--- config.mk ---
export PLATFORM = sky130hd
export DESIGN_NAME = scan_ctrl_flat
export DESIGN_NICKNAME = d
export VERILOG_FILES = /design/src/rtl/scan_ctrl_if.sv /design/src/rtl/scan_ctrl.sv /design/src/flat_wrapper.sv
export SDC_FILE = /design/constraint.sdc
export NUM_CORES = 1
export LEC_CHECK = 0
export CAP_MARGIN = 10
export CORE_MARGIN = 2
export CORE_UTILIZATION = 45
export CTS_CLUSTER_SIZE = 40
export DETAILED_ROUTE_END_ITERATION = 7
export GPL_TIMING_DRIVEN = 0
export PLACE_DENSITY = 0.87
export SETUP_SLACK_MARGIN = 0.02
export SLEW_MARGIN = 20
export SYNTH_ARGS = -nofsm -noshare
export SYNTH_HDL_FRONTEND = slang
export SYNTH_SLANG_ARGS = --single-unit
--- constraint.sdc ---
create_clock -name CP -period 4.25 [get_ports CP]
set_input_delay 0.85 -clock CP [delete_from_list [all_inputs] [get_ports CP]]
set_output_delay 0.85 -clock CP [all_outputs]
set_load 0.05 [all_outputs]
--- src/rtl/scan_ctrl_if.sv ---
// rtl/scan_ctrl_if.sv - display-side signal bundle for the seven-segment scan controller
interface scan_ctrl_if;
    logic        EN;
    logic [7:0]  MASK;
    logic [31:0] DIGITS;
    logic [2:0]  SEL;
    logic [3:0]  HEX;
    logic        DISP_ON;
    logic        FRAME;

    // Value-register side: drives enable, mask and digits, observes the scan outputs.
    modport master (
        output EN, MASK, DIGITS,
        input  SEL, HEX, DISP_ON, FRAME
    );

    // Scan controller side.
    modport slave (
        input  EN, MASK, DIGITS,
        output SEL, HEX, DISP_ON, FRAME
    );
endinterface

--- src/rtl/scan_ctrl.sv ---
// rtl/scan_ctrl.sv - time-multiplexed 8-digit seven-segment scan controller
module scan_ctrl #(
    parameter int DIV   = 4,
    parameter int BLANK = 1
) (
    input  logic        CP,
    input  logic        RST,
    scan_ctrl_if.slave  bus
);
    localparam int KW = (DIV > 1) ? $clog2(DIV) : 1;

    typedef enum logic [1:0] {IDLE, BLNK, SHOW} state_t;

    state_t        state_q, state_n;
    logic [KW-1:0] k_q, k_n;
    logic [2:0]    sel_q, sel_n;
    logic [3:0]    hex_q, hex_n;
    logic          disp_q, disp_n;
    logic          frame_q, frame_n;

    logic [2:0]    nxt_idx;
    logic [2:0]    low_idx;
    logic [2:0]    start_idx;
    logic          start_slot;
    int            k_inc;

    // First set bit of m searching upward from start, wrapping 7 -> 0.
    function automatic logic [2:0] first_set(input logic [7:0] m, input logic [2:0] start);
        logic [2:0] idx;
        logic [2:0] res;
        logic       found;
        res   = start;
        found = 1'b0;
        for (int i = 0; i < 8; i++) begin
            idx = start + 3'(i);
            if (!found && m[idx]) begin
                res   = idx;
                found = 1'b1;
            end
        end
        return res;
    endfunction

    assign nxt_idx = first_set(bus.MASK, sel_q + 3'd1);
    assign low_idx = first_set(bus.MASK, 3'd0);
    assign k_inc   = int'(k_q) + 1;

    // Next-state and next-output logic; a new slot loads SEL/HEX and restarts blanking.
    always_comb begin
        state_n    = state_q;
        k_n        = k_q;
        sel_n      = sel_q;
        hex_n      = hex_q;
        disp_n     = 1'b0;
        frame_n    = 1'b0;
        start_slot = 1'b0;
        start_idx  = low_idx;

        if (!bus.EN) begin
            state_n = IDLE;
            k_n     = '0;
        end else begin
            case (state_q)
                IDLE: begin
                    if (bus.MASK != 8'h00) begin
                        start_slot = 1'b1;
                        start_idx  = low_idx;
                    end
                end
                BLNK, SHOW: begin
                    if (k_inc == DIV) begin
                        if (bus.MASK == 8'h00) begin
                            state_n = IDLE;
                            k_n     = '0;
                        end else begin
                            start_slot = 1'b1;
                            start_idx  = nxt_idx;
                        end
                    end else begin
                        k_n     = k_q + KW'(1);
                        disp_n  = (k_inc >= BLANK);
                        state_n = (k_inc >= BLANK) ? SHOW : BLNK;
                        // Wrap flag is registered on entry to the slot's last cycle.
                        frame_n = (k_inc == DIV - 1) && (bus.MASK != 8'h00) && (nxt_idx <= sel_q);
                    end
                end
                default: begin
                    state_n = IDLE;
                    k_n     = '0;
                end
            endcase
        end

        if (start_slot) begin
            sel_n   = start_idx;
            hex_n   = bus.DIGITS[{start_idx, 2'b00} +: 4];
            k_n     = '0;
            state_n = (BLANK > 0) ? BLNK : SHOW;
            disp_n  = (BLANK == 0);
        end
    end

    // State and output registers with synchronous reset.
    always_ff @(posedge CP) begin
        if (RST) begin
            state_q <= IDLE;
            k_q     <= '0;
            sel_q   <= 3'd0;
            hex_q   <= 4'd0;
            disp_q  <= 1'b0;
            frame_q <= 1'b0;
        end else begin
            state_q <= state_n;
            k_q     <= k_n;
            sel_q   <= sel_n;
            hex_q   <= hex_n;
            disp_q  <= disp_n;
            frame_q <= frame_n;
        end
    end

    assign bus.SEL     = sel_q;
    assign bus.HEX     = hex_q;
    assign bus.DISP_ON = disp_q;
    assign bus.FRAME   = frame_q;
endmodule

--- src/flat_wrapper.sv ---
// flat-port wrapper written by rule: the top's interface ports become plain ports
module scan_ctrl_flat 
#(
    parameter int DIV   = 4,
    parameter int BLANK = 1
)
  (CP, RST, bus_EN, bus_MASK, bus_DIGITS, bus_SEL, bus_HEX, bus_DISP_ON, bus_FRAME);
  scan_ctrl_if bus_i ();
  input  logic CP;
  input  logic RST;
  input wire logic [$bits(bus_i.EN)-1:0] bus_EN;
  input wire logic [$bits(bus_i.MASK)-1:0] bus_MASK;
  input wire logic [$bits(bus_i.DIGITS)-1:0] bus_DIGITS;
  output wire logic [$bits(bus_i.SEL)-1:0] bus_SEL;
  output wire logic [$bits(bus_i.HEX)-1:0] bus_HEX;
  output wire logic [$bits(bus_i.DISP_ON)-1:0] bus_DISP_ON;
  output wire logic [$bits(bus_i.FRAME)-1:0] bus_FRAME;
  assign bus_i.EN = bus_EN;
  assign bus_i.MASK = bus_MASK;
  assign bus_i.DIGITS = bus_DIGITS;
  assign bus_SEL = bus_i.SEL;
  assign bus_HEX = bus_i.HEX;
  assign bus_DISP_ON = bus_i.DISP_ON;
  assign bus_FRAME = bus_i.FRAME;
  scan_ctrl #(.DIV(DIV), .BLANK(BLANK)) u_core (.CP(CP), .RST(RST), .bus(bus_i));
endmodule
Yosys cells after proc, flatten, opt, wreduce, memory -nomap -nowiden

Cells that the tools add are included.

$lt $le $gt $ge: 10
Bitwise operators: 3
Equality and inequality tests: 7
Muxes and demuxes: 61
Shift-type cells: 1
Reduce and logical (&&, ||, !) cells: 39
$add $sub $neg: 10

Operators by type and width:

| operator              | count |
|---|---|
| $mux W3               | 15 |
| $eq A32 B3 Y1 const B | 1 |
| $eq A32 B4 Y1 const B | 1 |
| $ge A32 B2 Y1 const B | 1 |
| $lt A3 B4 Y1 const B  | 8 |
| $shiftx A32 B6 Y4     | 1 |
| $mux W1               | 29 |
| $bmux W1 S3           | 8 |
| $logic_and A1 B1 Y1   | 16 |
| $logic_not A1 Y1      | 14 |
| $add A3 B3 Y3 const B | 4 |
| $mux W2               | 6 |
| $logic_not A8 Y1      | 1 |
| $pmux W2 S2           | 2 |
| $reduce_bool A8 Y1    | 1 |
| $add A3 B1 Y3 const B | 2 |
| $add A3 B2 Y3 const B | 2 |
| $ne A5 B4 Y1 const B  | 1 |
| $reduce_or A5 Y1      | 1 |
| $reduce_and A2 Y1     | 2 |
| $reduce_or A4 Y1      | 1 |
| $add A2 B1 Y3 const B | 1 |
| $le A3 B3 Y1          | 1 |
| $ne A3 B2 Y1 const B  | 1 |
| 9 further kinds       | 11 |

Input bits: 43
Register bits after elaboration: 13
Output and inout port bits: 9
Logic and storage cells: 138

Depth between registers and ports, before layout

Gate-level depths: netlist (run 1).

Word-level depth: 30
Gate-level depth with buffers: 18
Depth with buffers taken out: 14

Worst setup path after synthesis (run 1)

No wires, ideal clock.

Kind: register to register
From: register u_core.sel_q[0], in the netlist u_core.bus.SEL[0]
To: register u_core.frame_q, in the netlist u_core.bus.FRAME
Period minus slack after synthesis: 4401 ps
Arrival: 4337 ps
Path slack: -151 ps
Cell stages (with the launch flop): 18
Library setup time: 64 ps
Data required time: 4186 ps
Path buffers: 3
Cell sequence: dfxtp_1 buf_2 buf_4 inv_2 ha_1 buf_6 mux4_2 and4b_1 or4_4 a22o_1 a211oi_2 xnor2_1 inv_1 ha_1 a21o_1 a21oi_1 a31oi_1 nor2_1

Cells in the longest elaborated chain, start to end: 27
Elaborated cells between the ends (all ways): 54
Classes of those cells: add/sub (8); order compare (1); mux (30); reduce/logical (15)

Ends and longest elaborated chain:

| what                                                   | RTL line         | text |
|---|---|---|
| start: declaration                                     | scan_ctrl.sv:16  | `logic [2:0] sel_q, sel_n;` |
| start signal: assignment                               | scan_ctrl.sv:115 | `sel_q <= sel_n;` |
| branches (longest 25 deep; another with $add A3 B1 Y3) | --               |  |
| $le A3 B3 Y1 (*)                                       | scan_ctrl.sv:84  | `frame_n = (k_inc == DIV - 1) && (bus.MASK != 8'h00) && (nxt_idx <= sel_q);` |
| $logic_and A1 B1 Y1 (*)                                | scan_ctrl.sv:84  |  |
| end signal: assignment                                 | scan_ctrl.sv:118 | `frame_q <= frame_n;` |
| end: declaration                                       | scan_ctrl.sv:19  | `logic frame_q, frame_n;` |

Mark *: on every way between the ends. The select of a mux whose other input is x is not followed.
A chain may end at the register's enable or synchronous reset.

Worst setup path in the final report (run 1)

From: input bus_MASK[6]
To: register u_core.frame_q, in the netlist u_core.bus.FRAME

Cells in the longest elaborated chain, start to end: 26
Elaborated cells between the ends (all ways): 48
Classes of those cells: order compare (1); mux (30); reduce/logical (17)

Ends and longest elaborated chain:

| what                          | RTL line           | text |
|---|---|---|
| start: declaration            | flat_wrapper.sv:12 | `input wire logic [$bits(bus_i.MASK)-1:0] bus_MASK;` |
| $bmux W1 S3                   | scan_ctrl.sv:36    | `if (!found && m[idx]) begin` |
| $mux W1 (not written as such) | scan_ctrl.sv:36    |  |
| $mux W1                       | scan_ctrl.sv:36    |  |
| $logic_not A1 Y1              | scan_ctrl.sv:36    |  |
| $logic_and A1 B1 Y1           | scan_ctrl.sv:36    |  |
| $mux W1                       | scan_ctrl.sv:36    |  |
| $logic_not A1 Y1              | scan_ctrl.sv:36    |  |
| $logic_and A1 B1 Y1           | scan_ctrl.sv:36    |  |
| [10 not listed]               | --                 |  |
| $logic_not A1 Y1              | scan_ctrl.sv:36    |  |
| $logic_and A1 B1 Y1           | scan_ctrl.sv:36    |  |
| $mux W1                       | scan_ctrl.sv:36    |  |
| $logic_not A1 Y1              | scan_ctrl.sv:36    |  |
| $logic_and A1 B1 Y1           | scan_ctrl.sv:36    |  |
| $mux W3                       | scan_ctrl.sv:36    |  |
| $le A3 B3 Y1                  | scan_ctrl.sv:84    |  |
| $logic_and A1 B1 Y1 (*)       | scan_ctrl.sv:84    |  |

Every way passes the cells marked *; elsewhere a longest branch is shown, timed or not. The select of a mux whose other input is x is not followed.

==> results of run 1 <==
[layout make-up]
type                    count  area [sq um]  share of cell area, %
plain buffers              13          80.1                   2.95
clock buffers               4          45.0                   1.66
inverters                  11          41.3                   1.52
multi-input cells         192          1690                   62.3
flip-flops and latches     13           264                   9.74
well taps                  52          65.1                   2.40
repair buffers             53           526                   19.4
[metrics by stage]
stage	instance area, sq um	utilization [%]	cells	setup WS [ns]
6_report	2710	62.2	338	0.127
5_1_grt	2710	62.2	338	0.0245
4_1_cts	2650	60.8	335	0.0655
3_5_place_dp	2590	59.5	331	-0.165
3_3_place_gp	2590	59.5	331	-0.0841
2_1_floorplan	2030	-	230	0.0449
[how the worst max path moves through the flow]
stage	cells after the start	from	to	slack [ns]
2_1_floorplan	17	u_core.bus.SEL[0]	u_core.bus.FRAME	0.04
6_report	13	bus_MASK[6]	u_core.bus.FRAME	0.13
5_1_grt	13	bus_MASK[6]	u_core.bus.FRAME	0.02
4_1_cts	16	u_core.bus.SEL[0]	u_core.bus.FRAME	0.07
3_3_place_gp	13	bus_MASK[4]	u_core.bus.FRAME	-0.08
3_5_place_dp	13	bus_MASK[4]	u_core.bus.FRAME	-0.16
[worst max-delay path: cells and delay by family]
kind / cells / cell delay [ns]
XOR/XNOR: 1 / 0.19
multiplexers: 1 / 0.58
adder cells (fa/ha/maj): 1 / 0.30
AO/OA/AOI/OAI: 5 / 0.87
AND/OR/NAND/NOR: 3 / 0.87
buffers and inverters: 2 / 0.65
[synthesized netlist by cell type (2+ instances only)]
cell type and instances:
mux2i_1 4, nand3_1 19, a311oi_1 4, a211oi_1 2
nand3b_1 2, xnor3_1 2, a21oi_1 9, nand4_1 2
buf_6 2, mux4_2 11, buf_2 5, xnor2_1 3
nor2b_1 2, nor3b_1 2, and4b_1 3, dfxtp_1 13
a22o_1 3, a21o_1 2, nand2b_1 4, inv_1 10
ha_1 12, nor3_1 6, mux2_2 16, nor4_1 3
buf_1 2, nor4b_1 4, o21ai_0 9, nor2_1 21
a31oi_1 2, nand2_1 7, mux2_1 3, a22oi_1 2
and3_1 2, o211ai_1 9, clkbuf_1 3, and4_1 2
[power groups by stage]
stage | logic, W | registers [W] | clock network (W)
after floorplan | 0.000237 | 0.000154 | 0
after global placement | 0.000346 | 0.000135 | 0
after detailed placement | 0.000358 | 0.000136 | 0
after CTS | 0.000362 | 0.000135 | 0.000114
after global routing | 0.000410 | 0.000134 | 0.000120
final | 0.000380 | 0.000133 | 0.000112
[sequential cells by signal, indices dropped and copies added, names as in the netlist]
name	count
u_core.bus.HEX	4
u_core.bus.SEL	3
u_core.k_q	2
u_core.state_q	2
u_core.bus.DISP_ON	1
u_core.bus.FRAME	1
[cell families (layout without fill, tap and decap cells)]
kind of cell    count (synthesis)  count (layout)  share of synthesized area, %
buf+inv                        25              81                          5.91
simple gates                   84              84                          23.1
flops                          13              13                          12.8
xor+xnor                        7               7                          5.11
compound gates                 54              54                          19.9
fa+ha+maj                      12              12                          7.38
mux                            35              35                          25.8
[layer usage]
metal / up-vias / global-route usage (%) / wire length (um)
met5: - / 0 / 0
li1: 1011 / - / -
met3: 23 / 4.78 / 445
met4: 0 / 7.55 / 196
met2: 106 / 40.3 / 2820
met1: 1002 / 28.5 / 2280
[what timing repair did]
item                       4_1_cts  5_1_grt
buffers inserted                 1        3
setup endpoints to repair        5        5
cloned                           0        0
resized for setup                2        9
pin swaps                        0        1
==> impl_summary.md, run 1 <==
Setup path
STA puts the critical path data required time at 4.44 ns. The kind of critical path is primary input to register. Measured in cells, the most critical reg-to-reg path has a length of 16.

The worst setup path is launched from a primary input. The end of the worst register-to-register path is u_core.bus.FRAME. In this run the critical register-to-register path is launched from u_core.bus.SEL[0]. The internal reg-to-reg setup slack is 0.21 ns.

The master of the slowest instance on the critical path is mux4_2. The largest fanout on the critical path is 8. For this run, the slowest stage of the critical path takes 0.58 ns. STA classifies the critical path endpoint as a register.

Walking the worst path, the cells encountered are clkdlybuf4s50_1, mux4_2, and4b_1, or4_4, a22o_1, a211oi_2, xnor2_2, inv_1, ha_1, a21o_1, a21oi_1, a31oi_1, nor2_1. The arrival time of the worst setup path is 4.31 ns.

Finish
At the end of the flow, the number of nets in the layout was 342. The final-layout fill cell count is 341. The synthesis-to-layout area growth is 33.3%.

Leaving out fill and tap cells, the most frequent cell in the layout is clkdlybuf4s50_1. The repair_antennas step left the layout with diodes totalling 0. In the final layout, the share of cells above drive strength 1 is 19.9%. The top cell types in the final layout, fill and taps aside, are 47 x clkdlybuf4s50_1, 20 x nor2_1, 19 x nand3_1, 16 x mux2_2.

Clock network
The count of hold buffers inserted by post-cts repair is 0. The clock passes through at most 2 buffers. The clock reaches the later pin of the worst-skew pair after 0.25 ns. The number of H-tree levels is 1.

The buffer type at the clock tree root is clkbuf_8. The number of clock sinks seen by CTS is 13. Clock tree synthesis inserted a total of 3 buffers. TritonCTS built the clock tree. The clock transition at the register clock pins on the worst setup and hold paths after CTS is 0.05 ns.

Synthesis
The number of enable flip-flop cells after synthesis is 0. The per-instance average area after synthesis is 8.84 sq um. Sequential cells were found to cover 12.8% of the synthesized design area. The async set-or-reset flop fraction in the synthesized netlist is 0%. The count of unique library cells instantiated by Yosys is 59. The synthesis warning total is 0. The biggest area contributor in the post-synthesis netlist is dfxtp_1. The netlist area before placement is 0.00203 sq mm. Synthesis inferred 13 register bits. Counting every net in the synthesized netlist gives 285. Synthesis handed over a netlist of 230 instances.

The most used flip-flop cell after synthesis is dfxtp_1. Sorting the synthesized cells by area gives the leading types as dfxtp_1 13%, mux4_2 12%, mux2_2 8.9%. The share of Yosys cell area claimed by the top area cell type is 12.8%.

Power
The power spent charging and discharging nets is 0.000245 W. The total internal power is 0.000380 W. The areal power density over the cells is 231 mW/mm^2. The total chip power is 0.000625 W. The analysis attributes to cell leakage a power of 1.03 nW. The maximum ir drop on the vdd rail is 0.000170 V. The share of power burned in registers is 21.3%. Combinational cells account for 60.8% of the total power. The clock share of power is 17.9%.

The switching part of the total power is 39.2%.

Floorplanning
The starting density of the core is 46.7%. The floorplan has 24 rows. The area enclosed by the die boundary is 0.00507 sq mm.

The width of the chip is 71.2 um. Measured along the y axis, the die boundary spans 71.2 um. The top-level port count is 52.

The core area is 0.00435 sq mm.

Hold path
The destination of the worst hold path is u_core.bus.HEX[3]. The startpoint identified for the worst hold timing path is u_core.bus.HEX[3]. The type of the most critical hold path is register to register.

The instance count along the most critical hold path is 2.

Global routing
The via count of the first global-routing pass was 2115. The maximum number of pins on one net before global-route repair is 11. The number of antenna violations at the first check in global routing is 0. The first global-routing pass estimated 9.56 mm of wire. The overall track demand over capacity in global routing is 23.1%.

After global routing the overflow that remains totals 0.

STA
The number of pins exceeding their max-slew limit in the final report is 0. The final count of hold timing violations is 0. Final hold analysis gives a worst-case slack of 0.502 ns. The remaining max-slew budget at the tightest pin is 50.1%.

The slew at the pin with the worst max-slew slack is 0.742 ns. The routed design could run at a clock period as short as 4.12 ns. For the final database, setup skew stands at 0.00139 ns. After layout, the worst path uses 97.0% of the clock period. The final-report setup violation count is 0. Setup repair after global routing left no endpoint under its margin. The aggregate negative setup slack is 0 ns.

Static timing analysis puts the maximum clock frequency at 243 MHz.

Placed design
The detailed placement HPWL is 4.40 mm. The count of port buffers added during placement is 49. The final weighted congestion in routability-driven placement is 0.887.

Route
The first routing iteration left 146 violations. The routed wire length is 5.75 mm. The detailed router placed 2142 vias in this run. The average wire per cell in the routed design is 17.0 um. Dividing the detail-routed via count by the number of cells gives 6.34. The detailed-routing iteration count for the pre-antenna-repair pass is 4. The count of nets left with antenna violations once routing finished came out at 0. The post-route DRC violation count is 0.

Outcome
The run finished with clean final reports.

Job
The number of violations of the max-capacitance limit is 0.
Power figures use the tool's default switching activity.
==> run 2: changes to the inputs <==
HOLD_SLACK_MARGIN = 0.08   (was unset)
SETUP_SLACK_MARGIN = unset   (was 0.02)
==> impl_summary.md, run 2 (synthesis results as in run 1) <==
Outcome
Status: completed (unchanged).

Global routing
The maximum number of pins on one net before global-route repair came to 11 (unchanged). The final global-route overflow total was 0 (unchanged). The overall track demand over capacity in global routing is 23.1% (unchanged). The via count of the first global-routing pass came to 2115 (unchanged). The global-route wire length before repair is 9.56 mm (unchanged). The number of antenna violations at the first check in global routing is 0 (unchanged).

Setup path
The kind of critical path is primary input to register (unchanged). The largest fanout on the critical path is 9 (was 8). The data required time at the worst endpoint is 4.44 ns (about the same).

The startpoint type of the worst setup path is a primary input (unchanged). The element type at the critical path end is a register (unchanged). The arrival time of the worst setup path is 4.31 ns (about the same).

STA
The aggregate negative setup slack is 0 ns (unchanged). The remaining max-slew budget at the tightest pin is 49.3% (was 50.1%). The final count of hold timing violations is 0 (unchanged). The number of pins exceeding their max-slew limit in the final report is 0 (unchanged). The minimum clock period is 4.12 ns (about the same). The final hold slack came to 0.501 ns (was 0.502 ns). The final worst-path cycle share is 96.9% (was 97.0%). The worst setup skew after layout came to 0.000858 ns (was 0.00139 ns).

The slew at the pin with the worst max-slew slack is 0.754 ns (was 0.742 ns). The final-report setup violation count is 0 (unchanged). The highest attainable clock frequency is 243 MHz (about the same).

Finish
The most common cell after layout, fill and taps aside is clkdlybuf4s50_1 (unchanged). The ratio of cells with drive above 1 in the final layout is 19.9% (unchanged). The final core utilization is 62.2% (about the same). Most frequent cells in the layout: 48 x clkdlybuf4s50_1, 20 x nor2_1, 19 x nand3_1, 16 x mux2_2 (was 47 x clkdlybuf4s50_1, 20 x nor2_1, 19 x nand3_1, 16 x mux2_2). The number of flip-flops under the largest register name came to 4 (unchanged). The count of inserted antenna diode cells was 0 (unchanged). The final standard cell count with taps included and fillers excluded is 338 (unchanged). The count of nets after finishing is 342 (unchanged). The synthesis-to-layout area growth is 33.2% (was 33.3%).

Clock network
The buffer type at the clock tree root is clkbuf_8 (unchanged). The total CTS buffers is 3 (unchanged). The clock transition at the register clock pins on the worst setup and hold paths after CTS came to 0.05 ns (about the same). The number of H-tree levels was 1 (unchanged). The number of clock sinks seen by CTS came to 13 (unchanged). The clock network latency to the later pin of the worst-skew pair came to 0.25 ns (about the same). The number of buffers on the longest clock path is 2 (unchanged). The TritonCTS clock tree is done (unchanged).

Route
The post-route DRC violation count was 0 (unchanged). The detailed-routing iteration count for the pre-antenna-repair pass came to 4 (unchanged). The via count came to 2130 (was 2142).

The detail-routed via count per cell is 6.30 (was 6.34). The routed wire length is 5.71 mm (was 5.75 mm). The count of antenna-violating nets left after detailed routing is 0 (unchanged). The number of design-rule violations left by the first detailed-router iteration is 204 (was 146).

The average wire per cell in the routed design was 16.9 um (was 17.0 um).

Power
The areal power density over the cells is 231 mW/mm^2 (about the same). The leakage dissipation is 1.02 nW (was 1.03 nW). The total chip power is 0.000624 W (was 0.000625 W). The maximum ir drop on the vdd rail is 0.000169 V (was 0.000170 V).

Hold path
The type of the most critical hold path was register to register (unchanged).

Floorplanning
The height of the die was 71.2 um (unchanged). The starting density of the core was 46.7% (unchanged). The area enclosed by the die boundary is 0.00507 sq mm (unchanged). The core area is 0.00435 sq mm (unchanged). The width of the chip came to 71.2 um (unchanged). The top-level port count is 52 (unchanged). The cell row count is 24 (unchanged).

Placed design
The count of port buffers added during placement is 49 (unchanged). The number of cells in the design after placement is 331 (unchanged). The detailed placement HPWL is 4.40 mm (unchanged). The final weighted congestion in routability-driven placement is 0.887 (unchanged).

Job
The number of violations of the max-capacitance limit is 0 (unchanged).
## run 2: worst paths after layout
| check | start | endpoint | slack, ns | cells past startpoint |
|---|---|---|---|---|
| setup / recovery | bus_MASK[7] | u_core.bus.FRAME | 0.13 | 13 |
| hold / removal | u_core.bus.HEX[3] | u_core.bus.HEX[3] | 0.50 | 2 |
| setup reg to reg | u_core.bus.SEL[0] | u_core.bus.FRAME | 0.22 | 16 |
| hold reg to reg | u_core.bus.HEX[3] | u_core.bus.HEX[3] | 0.50 | 2 |
## run 2: what timing repair did
item | 4_1_cts | 5_1_grt
buffers inserted | 1 | 3
setup endpoints to repair | 3 | 5
hold buffers | 0 | 0
resized for setup | 2 | 8
pin swaps | 0 | 1
## run 2: power breakdown
group          total, W  internal (W)  switching, W  leakage, nW
logic          0.000379      0.000185      0.000194        0.893
registers      0.000133      0.000128    0.00000503        0.107
clock network  0.000112     0.0000664     0.0000454       0.0228
## run 2: through the flow
| stage | setup slack, ns | area [sq um] |
|---|---|---|
| floorplan | 0.0449 | 2030 |
| global placement | -0.0841 | 2590 |
| detailed placement | -0.165 | 2590 |
| CTS | 0.0655 | 2650 |
| global route | -0.00853 | 2710 |
| finish | 0.130 | 2710 |
## run 2: final cells by class
cell class / count / area (sq um)
inverters: 11 / 41.3
plain buffers: 13 / 80.1
clock buffers: 4 / 45.0
multi-input cells: 192 / 1690
well taps: 52 / 65.1
repair buffers: 53 / 523
flip-flops and latches: 13 / 264
fillers: 342 / 1650
## run 2: per-layer routing
metal | vias to the layer above | GRT usage (%) | part of all wire, % | wire, um
li1 | 1011 | - | - | -
met1 | 986 | 28.5 | 39 | 2230
met2 | 114 | 40.3 | 50 | 2850
met3 | 19 | 4.78 | 8.0 | 456
met4 | 0 | 7.55 | 3.0 | 174
met5 | - | 0 | 0 | 0
## run 2: critical path, cell delays in order
cell and delay (ns):
clkdlybuf4s50_1 0.56, mux4_2 0.59, and4b_1 0.21, or4_4 0.58, a22o_1 0.27, a211oi_2 0.25
xnor2_2 0.19, inv_1 0.08, ha_1 0.30, a21o_1 0.16, a21oi_1 0.13, a31oi_1 0.06
nor2_1 0.08
